## config.mk

```make
export PLATFORM = sky130hd
export DESIGN_NAME = uart_rx_core
export DESIGN_NICKNAME = d
export VERILOG_FILES = /design/src/rtl/uart_rx_core.sv
export SDC_FILE = /design/constraint.sdc
export NUM_CORES = 1
export LEC_CHECK = 0
export CELL_PAD_IN_SITES_DETAIL_PLACEMENT = 1
export CELL_PAD_IN_SITES_GLOBAL_PLACEMENT = 1
export CORE_ASPECT_RATIO = 0.9
export CORE_MARGIN = 1
export CORE_UTILIZATION = 50
export DETAILED_ROUTE_END_ITERATION = 8
export HOLD_SLACK_MARGIN = 0.06
export PLACE_DENSITY_LB_ADDON = 0.1
export SYNTH_ARGS = -nofsm -noshare
export SYNTH_HDL_FRONTEND = slang
export SYNTH_SLANG_ARGS = --single-unit
```

## constraint.sdc

```tcl
create_clock -name clk -period 6.1 [get_ports clk]
set_input_delay 0.915 -clock clk [delete_from_list [all_inputs] [get_ports clk]]
set_output_delay 0.915 -clock clk [all_outputs]
set_load 0.02 [all_outputs]
```

## src/rtl/uart_rx_core.sv

```systemverilog
// -----------------------------------------------------------------------------
// uart_rx_core
//   UART receive engine for 8N1 framing. Oversamples the serial line at 16x the
//   baud rate, recovers start / DATA_WIDTH data bits (LSB first) / stop, and
//   hands each good byte to the RX FIFO with a single-clk write strobe.
//   Framing errors and overruns are reported as single-clk pulses.
//
// Parameters
//   DATA_WIDTH  payload bits per frame
//   BAUD_DIV    clk cycles per 16x-oversample tick (>= 2)
//   OVERSAMPLE  ticks per bit period (fixed at 16)
//
// Ports
//   clk           system clock
//   reset         asynchronous, active-high reset
//   rxd           serial input, idle high, asynchronous to clk
//   rx_fifo_full  RX FIFO full, sampled when the write would occur
//   rx_data       last received byte; valid with wr_en_rx, held afterwards
//   wr_en_rx      1-clk write strobe to the RX FIFO
//   frame_err     1-clk pulse: stop bit sampled low
//   overrun_err   1-clk pulse: good frame dropped because the FIFO was full
//   busy          high from start-bit detect until return to idle
// -----------------------------------------------------------------------------
module uart_rx_core #(
  parameter int DATA_WIDTH = 8,
  parameter int BAUD_DIV   = 326,
  parameter int OVERSAMPLE = 16
) (
  input  logic                  clk,
  input  logic                  reset,
  input  logic                  rxd,
  input  logic                  rx_fifo_full,
  output logic [DATA_WIDTH-1:0] rx_data,
  output logic                  wr_en_rx,
  output logic                  frame_err,
  output logic                  overrun_err,
  output logic                  busy
);

  localparam int CNT_W = (BAUD_DIV > 1) ? $clog2(BAUD_DIV) : 1;
  localparam int BC_W  = $clog2(DATA_WIDTH + 1);

  localparam logic [CNT_W-1:0] CNT_MAX = CNT_W'(BAUD_DIV - 1);
  localparam logic [3:0]       SC_MID  = 4'(OVERSAMPLE / 2 - 1);
  localparam logic [3:0]       SC_LAST = 4'(OVERSAMPLE - 1);
  localparam logic [BC_W-1:0]  BC_LAST = BC_W'(DATA_WIDTH - 1);

  typedef enum logic [1:0] {
    ST_IDLE,
    ST_START,
    ST_DATA,
    ST_STOP
  } state_e;

  // Two-flop synchronizer for the asynchronous serial line.
  logic rxd_meta_q;
  logic rxd_s_q;

  // NOTE: sequential state uses non-blocking assignments so every flop samples
  // the pre-edge value of its inputs, independent of statement order.
  always_ff @(posedge clk or posedge reset) begin
    if (reset) begin
      rxd_meta_q <= 1'b1;
      rxd_s_q    <= 1'b1;
    end else begin
      rxd_meta_q <= rxd;
      rxd_s_q    <= rxd_meta_q;
    end
  end

  // Free-running oversample tick generator.
  logic [CNT_W-1:0] cnt_q;
  logic             tick;

  assign tick = (cnt_q == CNT_MAX);

  always_ff @(posedge clk or posedge reset) begin
    if (reset) begin
      cnt_q <= '0;
    end else if (tick) begin
      cnt_q <= '0;
    end else begin
      cnt_q <= cnt_q + 1'b1;
    end
  end

  // Receive FSM with registered outputs.
  state_e                state_q;
  logic                  prev_q;
  logic [3:0]            sc_q;
  logic [BC_W-1:0]       bc_q;
  logic [DATA_WIDTH-1:0] sh_q;

  always_ff @(posedge clk or posedge reset) begin
    if (reset) begin
      state_q     <= ST_IDLE;
      prev_q      <= 1'b1;
      sc_q        <= '0;
      bc_q        <= '0;
      sh_q        <= '0;
      rx_data     <= '0;
      wr_en_rx    <= 1'b0;
      frame_err   <= 1'b0;
      overrun_err <= 1'b0;
      busy        <= 1'b0;
    end else begin
      // NOTE: strobes default low every clk so each one lasts exactly one clk;
      // only the tick that samples the stop bit can raise them.
      wr_en_rx    <= 1'b0;
      frame_err   <= 1'b0;
      overrun_err <= 1'b0;

      if (tick) begin
        // Tracking the line on every tick means a stop bit sampled low leaves
        // prev_q low, so a stuck-low line cannot retrigger until it goes high.
        prev_q <= rxd_s_q;

        case (state_q)
          ST_IDLE: begin
            if (prev_q && !rxd_s_q) begin
              state_q <= ST_START;
              sc_q    <= '0;
              busy    <= 1'b1;
            end
          end

          ST_START: begin
            if (sc_q == SC_MID) begin
              if (rxd_s_q) begin
                // Line back high mid start bit: treat as a glitch.
                state_q <= ST_IDLE;
                busy    <= 1'b0;
              end else begin
                state_q <= ST_DATA;
                sc_q    <= '0;
                bc_q    <= '0;
              end
            end else begin
              sc_q <= sc_q + 1'b1;
            end
          end

          ST_DATA: begin
            if (sc_q == SC_LAST) begin
              sh_q <= {rxd_s_q, sh_q[DATA_WIDTH-1:1]};
              sc_q <= '0;
              bc_q <= bc_q + 1'b1;
              if (bc_q == BC_LAST) begin
                state_q <= ST_STOP;
              end
            end else begin
              sc_q <= sc_q + 1'b1;
            end
          end

          ST_STOP: begin
            if (sc_q == SC_LAST) begin
              if (!rxd_s_q) begin
                frame_err <= 1'b1;
              end else if (rx_fifo_full) begin
                overrun_err <= 1'b1;
              end else begin
                rx_data  <= sh_q;
                wr_en_rx <= 1'b1;
              end
              state_q <= ST_IDLE;
              sc_q    <= '0;
              busy    <= 1'b0;
            end else begin
              sc_q <= sc_q + 1'b1;
            end
          end

          default: begin
            state_q <= ST_IDLE;
            busy    <= 1'b0;
          end
        endcase
      end
    end
  end

endmodule

```

# Word-level counts from Yosys, hierarchy flattened
# Index checks and enable logic that the tools add are counted.
dict set report totals {
  register_bits 42
  output_inout_bits 12
}
dict set report classes {
  n_eq_ne 15
  muxes 35
  bitwise 1
  n_reduce_logical 12
  n_addsub 3
}
# op n
set op_table {}
lappend op_table {{4-bit 2-to-1 mux} 6}
lappend op_table {{1-bit 2-to-1 mux} 18}
lappend op_table {{2-bit inequality test, second input constant} 7}
lappend op_table {{2-bit 2-to-1 mux} 6}
lappend op_table {{4-bit case mux with 3 select lines} 1}
lappend op_table {{6-bit AND reduction} 2}
lappend op_table {{5-bit AND reduction} 2}
lappend op_table {{9-bit by 1-bit adder with 9-bit output, second input constant} 1}
lappend op_table {{9-bit equality test, second input constant} 1}
lappend op_table {{9-bit 2-to-1 mux} 1}
lappend op_table {{4-bit by 1-bit adder with 4-bit output, second input constant} 2}
lappend op_table {{4-bit by 3-bit equality test with 1-bit output, second input constant} 2}
lappend op_table {{2-bit case mux with 4 select lines} 1}
lappend op_table {{4-bit case mux with 2 select lines} 1}
lappend op_table {{3-bit AND reduction} 2}
lappend op_table {{2-bit equality test, second input constant} 2}
lappend op_table {{4-bit equality test, second input constant} 1}
lappend op_table {{3-bit inequality test, second input constant} 1}
lappend op_table {{1-bit case mux with 3 select lines} 1}
lappend op_table {{3-bit nonzero test} 1}
lappend op_table {{2-bit by 1-bit equality test with 1-bit output, second input constant} 1}
lappend op_table {{2-bit zero test} 1}
lappend op_table {{2-bit nonzero test} 1}
lappend op_table {{2-bit OR reduction} 1}
lappend op_table {{3 further kinds} 3}

# Depth between registers and ports, before layout
# Gate-level depths: netlist of the first run.
dict set report logic_depth {
  depth_word 5
  ltp_mapped 7
}

# Least setup slack after synthesis of the first run
# OpenSTA, ideal clock, no wires.
dict set report synth_timing {
  kind {register to register}
  startpoint {reg cnt_q[1]}
  endpoint {reg rx_data[0]}
  path_buffers 0
  path_stages_with_launch 7
  slack_ns 3.867
  arrival_ns 2.108
  synth_period_minus_slack_ns 2.233
  path_cell_list {dfrtp_1 -> inv_1 -> ha_1 -> nand4bb_4 -> or4_4 -> nor3b_4 -> mux2_4}
}
dict set report synth_between {
  elab_chain_len 2
}
# item line
set synth_lines {}
lappend synth_lines {{start, declared} 72} ;# logic [CNT_W-1:0] cnt_q;
lappend synth_lines {{start signal, assigned} 83} ;# cnt_q <= cnt_q + 1'b1;
lappend synth_lines {{9-bit equality test} 75} ;# assign tick = (cnt_q == CNT_MAX);
lappend synth_lines {{5-bit AND reduction (no line)} n/a}
lappend synth_lines {{end signal, assigned} 163} ;# rx_data <= sh_q;
lappend synth_lines {{end, declared} 33} ;# output logic [DATA_WIDTH-1:0] rx_data,
# Every way passes these cells.
# A chain may end at the register's enable or synchronous reset.

# Final worst setup path of the first run
dict set report layout_timing {
  startpoint {reg cnt_q[1]}
  endpoint {reg sh_q[7]}
}
dict set report layout_between {
  elab_chain_len 2
}
# item line
set layout_lines {}
lappend layout_lines {{9-bit equality test} 75}
lappend layout_lines {{3-bit AND reduction (no line)} n/a}
lappend layout_lines {{end signal, assigned} 145} ;# sh_q <= {rxd_s_q, sh_q[DATA_WIDTH-1:1]};
lappend layout_lines {{end, declared} 92} ;# logic [DATA_WIDTH-1:0] sh_q;
# Every way passes these cells.

==> results of run 1 <==
-- area by class of cell --
cell class	instances	area, sq um
Clock buffer	7	86.3
Multi-Input combinational cell	108	866
Inverter	5	18.8
Fill cell	411	1460
Timing Repair Buffer	16	158
Tap cell	46	57.6
Clock inverter	1	30.0
Sequential cell	42	1050
-- report_power, final --
part	internal [W]	leakage, nW	switching [W]	total, W
registers	0.000279	0.562	0.00000108	0.000281
logic	0.00000276	0.400	0.00000630	0.00000906
clock network	0.000133	0.0585	0.0000923	0.000226
-- cells in the final DEF, fill, tap and decap left out, types with 4 or more instances in the layout --
cell and count:
sky130_fd_sc_hd__ha_1 4, sky130_fd_sc_hd__xnor2_1 4, sky130_fd_sc_hd__mux2_4 8, sky130_fd_sc_hd__o21ai_0 5
sky130_fd_sc_hd__inv_1 5, sky130_fd_sc_hd__clkdlybuf4s50_1 15, sky130_fd_sc_hd__nand2_1 8, sky130_fd_sc_hd__mux2_2 8
sky130_fd_sc_hd__nor2_1 10, sky130_fd_sc_hd__dfrtp_1 39, sky130_fd_sc_hd__nand3_1 9, sky130_fd_sc_hd__clkbuf_8 6
sky130_fd_sc_hd__a21oi_1 6, sky130_fd_sc_hd__and3_1 4
-- sequential cells by signal, summed over array words and instances, names as in the netlist, 4 cells and up, named ones only --
signal and cells:
bc_q 4, cnt_q 9, sh_q 8, rx_data 8
sc_q 4
-- worst register-to-register path, cell delays in order (launching register included) --
cell and delay (ps):
sky130_fd_sc_hd__dfrtp_1 410, sky130_fd_sc_hd__inv_1 90, sky130_fd_sc_hd__ha_1 230, sky130_fd_sc_hd__nand4bb_4 160, sky130_fd_sc_hd__nor2_1 520, sky130_fd_sc_hd__nand3_1 540
sky130_fd_sc_hd__mux2_1 480
-- logic make-up (layout without fill, tap and decap cells) --
kind of cell / after synthesis / in the layout
mux: 18 / 18
buf+inv: 10 / 29
compound gates: 27 / 27
simple gates: 52 / 52
xor+xnor: 7 / 7
fa+ha+maj: 4 / 4
flops: 42 / 42
-- layer usage --
metal / part of all wire / vias up
met5: 0 / -
met4: 0.011 / 0
met3: 0.021 / 7
met2: 0.51 / 14
met1: 0.46 / 676
li1: - / 617
-- worst paths after layout --
| kind | to | slack [ps] | depth (start not counted) |
|---|---|---|---|
| setup reg to reg | sh_q[7] | 3570 | 6 |
| hold / removal | rxd_s_q | 360 | 0 |
| max in group asynchronous | prev_q | 4670 | 3 |
| setup / recovery | sh_q[7] | 3570 | 6 |
| hold reg to reg | rxd_s_q | 360 | 0 |
| min in group asynchronous | rx_data[6] | 1060 | 3 |
-- stage by stage --
step	total power (W)	area, sq um
floorplan	0.000291	1960
global placement	0.000295	2150
detailed placement	0.000296	2150
CTS	0.000521	2270
global route	0.000533	2270
finish	0.000515	2270
==> flow_metrics.tcl, run 1 <==
set metrics [dict create \
    port-buffer-count 15 \
    grt_util_met1 0.303 \
    period_needed_ps 2530 \
    slowest_stage "sky130_fd_sc_hd__nand3_1" \
    clock_latency_reported_for_the_late_side_of_the_worst_skew_pair_ps 290 \
    synth_xor_xnor_area_share 0.0313 \
    grt_resource_usage_total 0.231 \
    synth.largest_area_cell "sky130_fd_sc_hd__dfrtp_1" \
    drt_wl_total_mm 4.15 \
    wl_per_cell_um 18.5 \
    viasPerCell 5.84 \
    drtPass1Iterations 4 \
    tritoncts "built" \
    tightestPinTransition_ps 615 \
    max_stage_delay_ps 540 \
    num-nets-final 186 \
    synth_simple_gate_area_share 0.174 \
    dpl_worst_slack_ps 3600 \
    final-hold-violation-count 0 \
    final_core_util 0.609 \
    yosysMostFrequentCell "sky130_fd_sc_hd__dfrtp_1" \
    finalHoldWorstSlack_ps 365 \
    starting_density_of_the_core 0.525 \
    initial_antenna_violation_count 0 \
    synth_fa_ha_area_frac 0.0256 \
    synth_common_cells "sky130_fd_sc_hd__dfrtp_1 (39), sky130_fd_sc_hd__nor2_1 (10), sky130_fd_sc_hd__nand3_1 (9)" \
    cts.clk_slew.worst_paths_ps 80 \
    drt.antenna.violating_nets 0 \
    synth_top_family_by_area "simple AND/OR/NAND/NOR gates" \
    grt_pass1_vias 1341 \
    power_density_mw_per_mm2 227 \
    dominantRegCellSynth "sky130_fd_sc_hd__dfrtp_1" \
    hold_path_class "flip-flop to flip-flop" \
    crit_start "cnt_q[1]" \
    synthMuxAreaShare 0.119 \
    groute.layer.met2.usage 0.387 \
    holdBufCountCts 0 \
    average_cell_area_after_synthesis_sq_um 12.2 \
    critical_path.cell_chain "inv_1 > ha_1 > nand4bb_4 > nor2_1 > nand3_1 > mux2_1" \
    die_h_um 61.4 \
    post_cts.repair.setup_buffers 0 \
    synth.net_count 168 \
    final.setup_skew_ps 6.50 \
    post-dp-hpwl_mm 2.90 \
    layout-drive-gt1-share 0.184 \
    place.gp.congestion 0.772 \
    hold_startpoint "rxd_meta_q" \
    synth_sequential_area_ratio 0.539 \
    grt_remaining_overflow 0 \
    status "completed" \
    cts_inserted_buffers 5 \
    clockBufferDepth 2 \
    worst-path-max-fanout 11 \
    setup_repair_after_global_routing_missed_its_margin "false" \
    io_pins 16 \
    synth_compound_gate_area_share 0.0920 \
    netlist_area_sq_mm 0.00196 \
    ys_types 40 \
    post-route-worst-setup-slack_ps 3570 \
    chipWidth_um 68.0 \
    crit_required_ps 6280 \
    cts-resized-gates 0 \
    setup.worst_path.end_class "flip-flop" \
    use_met3 0.0500 \
    grt_busiest_layer "met2" \
    cap_violations 0 \
    remaining_max_slew_budget_at_the_tightest_pin 0.588 \
    synth_edf_count 0 \
    ys_ff_latch 42 \
    dieArea_sq_mm 0.00417 \
    report.final.setup_viol 0 \
    vias 1314 \
    setup_tns_ps 0 \
    drcViolationCount 0 \
    ys_top_cells_by_area "sky130_fd_sc_hd__dfrtp_1 (50%), sky130_fd_sc_hd__mux2_4 (6.1%), sky130_fd_sc_hd__mux2_2 (4.6%)" \
    max_freq_mhz 395 \
    post-route-period-util 0.415 \
    htree_levels 2 \
    insertedDiodeCount 0 \
    synthesized_instance_count 160 \
    area_growth_syn_to_layout_pct 16.0 \
    detailedRoute.firstIterationViolations 94 \
    netlist.area_leader.share 0.498 \
    critical-path-top-delay-family "simple AND/OR/NAND/NOR gates" \
    worst_setup_path_start_kind "flip-flop" \
    final_slew_violations 0 \
    critPathBufInv 1 \
    synth.yosys.warnings 0 \
    floorplan.core_area_sq_mm 0.00373 \
    clkSinkCount 42 \
    cp_arrival_ps 2710 \
    cts.root.buffer_cell "sky130_fd_sc_hd__clkbuf_8" \
    largest_net_degree_at_the_start_of_global_routing 43 \
    worstSetupPathType "flip-flop to flip-flop" \
    peakVddDrop_v 0.000166 \
    synth-async-reset-ratio 1.00 \
    layout_cells_excl_fill 225 \
    first_pass_grt_wire_length_mm 6.78 \
    worst_r2r_startpoint "cnt_q[1]" \
    power_leakage_nw 1.02 \
    place_inst 217 \
    rows 21 \
]
Note: power is estimated with default switching activity, not from simulation.
==> run 2, diff against run 1 <==
- CORE_UTILIZATION: 50 -> 46
- clock period: 6.1 -> 2.6 ns (I/O delays scaled with it)
==> flow_metrics.tcl, run 2 (synthesis results as in run 1) <==
set metrics [dict create \
    cap_violations 0 \
    wl_per_cell_um 17.5 \
    layout_cells_excl_fill 231 \
    critPathBufInv 1 \
    clockBufferDepth 2 \
    largest_reg_flops 9 \
    grt_pass1_vias 1398 \
    cts-resized-gates 0 \
    place.gp.congestion 0.816 \
    io_pins 16 \
    power_leakage_nw 1.04 \
    period_needed_ps 2260 \
    worst_setup_path_start_kind "flip-flop" \
    vias 1311 \
    clock_power_share 0.428 \
    initial_antenna_violation_count 0 \
    regMostFlops "cnt_q" \
    rows 22 \
    setup_repair_after_global_routing_missed_its_margin "false" \
    power.switching_fraction 0.201 \
    slowest_stage "sky130_fd_sc_hd__or4_4" \
    leading_cell_type_in_the_layout_fill_and_taps_excluded "sky130_fd_sc_hd__dfrtp_1" \
    remaining_max_slew_budget_at_the_tightest_pin 0.634 \
    place_inst 223 \
    largest_net_degree_at_the_start_of_global_routing 43 \
    max_freq_mhz 443 \
    critical_path.cell_chain "ha_1 > nand3_1 > or4_4 > nor3b_4 > buf_4 > mux2_4" \
    worst-path-max-fanout 8 \
    layout-drive-gt1-share 0.197 \
    grt_resource_usage_total 0.201 \
    status "completed" \
    power.total_w 0.00119 \
    cp_arrival_ps 2440 \
    port-buffer-count 15 \
    cts.root.buffer_cell "sky130_fd_sc_hd__clkbuf_8" \
    report.final.setup_viol 0 \
    power_frac_comb 0.018 \
    final_core_util 0.563 \
    worstSetupPathType "flip-flop to flip-flop" \
    power_density_mw_per_mm2 518 \
    first_pass_grt_wire_length_mm 6.96 \
    max_stage_delay_ps 500 \
    post_cts.repair.setup_buffers 0 \
    clock_latency_reported_for_the_late_side_of_the_worst_skew_pair_ps 290 \
    cts_inserted_buffers 5 \
    tightestPinTransition_ps 548 \
    mostFrequentLayoutCells "sky130_fd_sc_hd__dfrtp_1 (39), sky130_fd_sc_hd__clkdlybuf4s50_1 (15), sky130_fd_sc_hd__nor2_1 (10)" \
    area_growth_syn_to_layout_pct 17.1 \
    viasPerCell 5.68 \
    insertedDiodeCount 0 \
    post-dp-hpwl_mm 2.84 \
    clkSinkCount 42 \
    layout.filler_cells 443 \
    placement_cell_area_sq_mm 0.00219 \
    cts.clk_slew.worst_paths_ps 80 \
    drtPass1Iterations 4 \
    setup.worst_path.end_class "flip-flop" \
    final-hold-violation-count 0 \
    drt_wl_total_mm 4.05 \
    chipWidth_um 70.8 \
    net-switching-power_w 0.000239 \
    final.setup_skew_ps 4.39 \
    seqPwrFrac 0.554 \
    detailedRoute.firstIterationViolations 66 \
    dieArea_sq_mm 0.00452 \
    drcViolationCount 0 \
    grt_remaining_overflow 0 \
    post-route-period-util 0.868 \
    die_h_um 63.9 \
    registers_with_the_most_flip_flops "cnt_q x9, rx_data x8, sh_q x8" \
    starting_density_of_the_core 0.481 \
    crit_required_ps 2780 \
    hold_path_class "flip-flop to flip-flop" \
    tritoncts "built" \
    num-nets-final 190 \
    floorplan.core_area_sq_mm 0.00407 \
    finalInstanceArea_sq_mm 0.00229 \
    peakVddDrop_v 0.000271 \
    drt.antenna.violating_nets 0 \
    htree_levels 2 \
    intPower_w 0.000950 \
    final_slew_violations 0 \
    critical-path-top-delay-family "simple AND/OR/NAND/NOR gates" \
    holdBufCountCts 0 \
    setup_tns_ps 0 \
]
[run 2: changes by cell type in the layout (fill, tap and decap cells not counted), sizes merged]
cell,before,now
buf,1,5
[run 2: metal layers]
layer / part of all wire / GRT usage / vias up
met3: 0.029 / 0.0442 / 5
met4: 0.014 / 0.0675 / 0
met5: 0 / 0 / -
met1: 0.47 / 0.271 / 671
met2: 0.48 / 0.323 / 15
li1: - / - / 620
[run 2: area by class of cell]
class,count,area [sq um],area share
multi-input combinational,108,866,0.378
timing repair buffer,20,188,0.0818
clock buffer,7,76.3,0.0333
inverter,5,18.8,0.00818
sequential,42,1050,0.460
tap,48,60.1,0.0262
clock inverter,1,30.0,0.0131
[run 2: metrics by stage]
step | setup WS, ps | hold WS (ps)
2_1_floorplan | 367 | 345
3_3_place_gp | 422 | 345
3_5_place_dp | 352 | 354
4_1_cts | 338 | 363
5_1_grt | 233 | 365
6_report | 342 | 363
[run 2: power groups by stage]
stage | sequential [W] | combinational [W] | clock (W)
finish | 0.000658 | 0.0000214 | 0.000509
CTS | 0.000658 | 0.0000226 | 0.000520
global route | 0.000658 | 0.0000250 | 0.000539
detailed placement | 0.000671 | 0.0000228 | 0
floorplan | 0.000669 | 0.0000134 | 0
global placement | 0.000671 | 0.0000214 | 0
[run 2: final timing paths]
check,start,to,slack (ps),cells after the start
max in group asynchronous,reset,prev_q,1710,3
max,sc_q[0],rx_data[5],340,6
min,rxd_meta_q,rxd_s_q,360,0
max reg2reg,sc_q[0],rx_data[5],340,6
min in group asynchronous,reset,rx_data[4],520,3
min reg2reg,rxd_meta_q,rxd_s_q,360,0
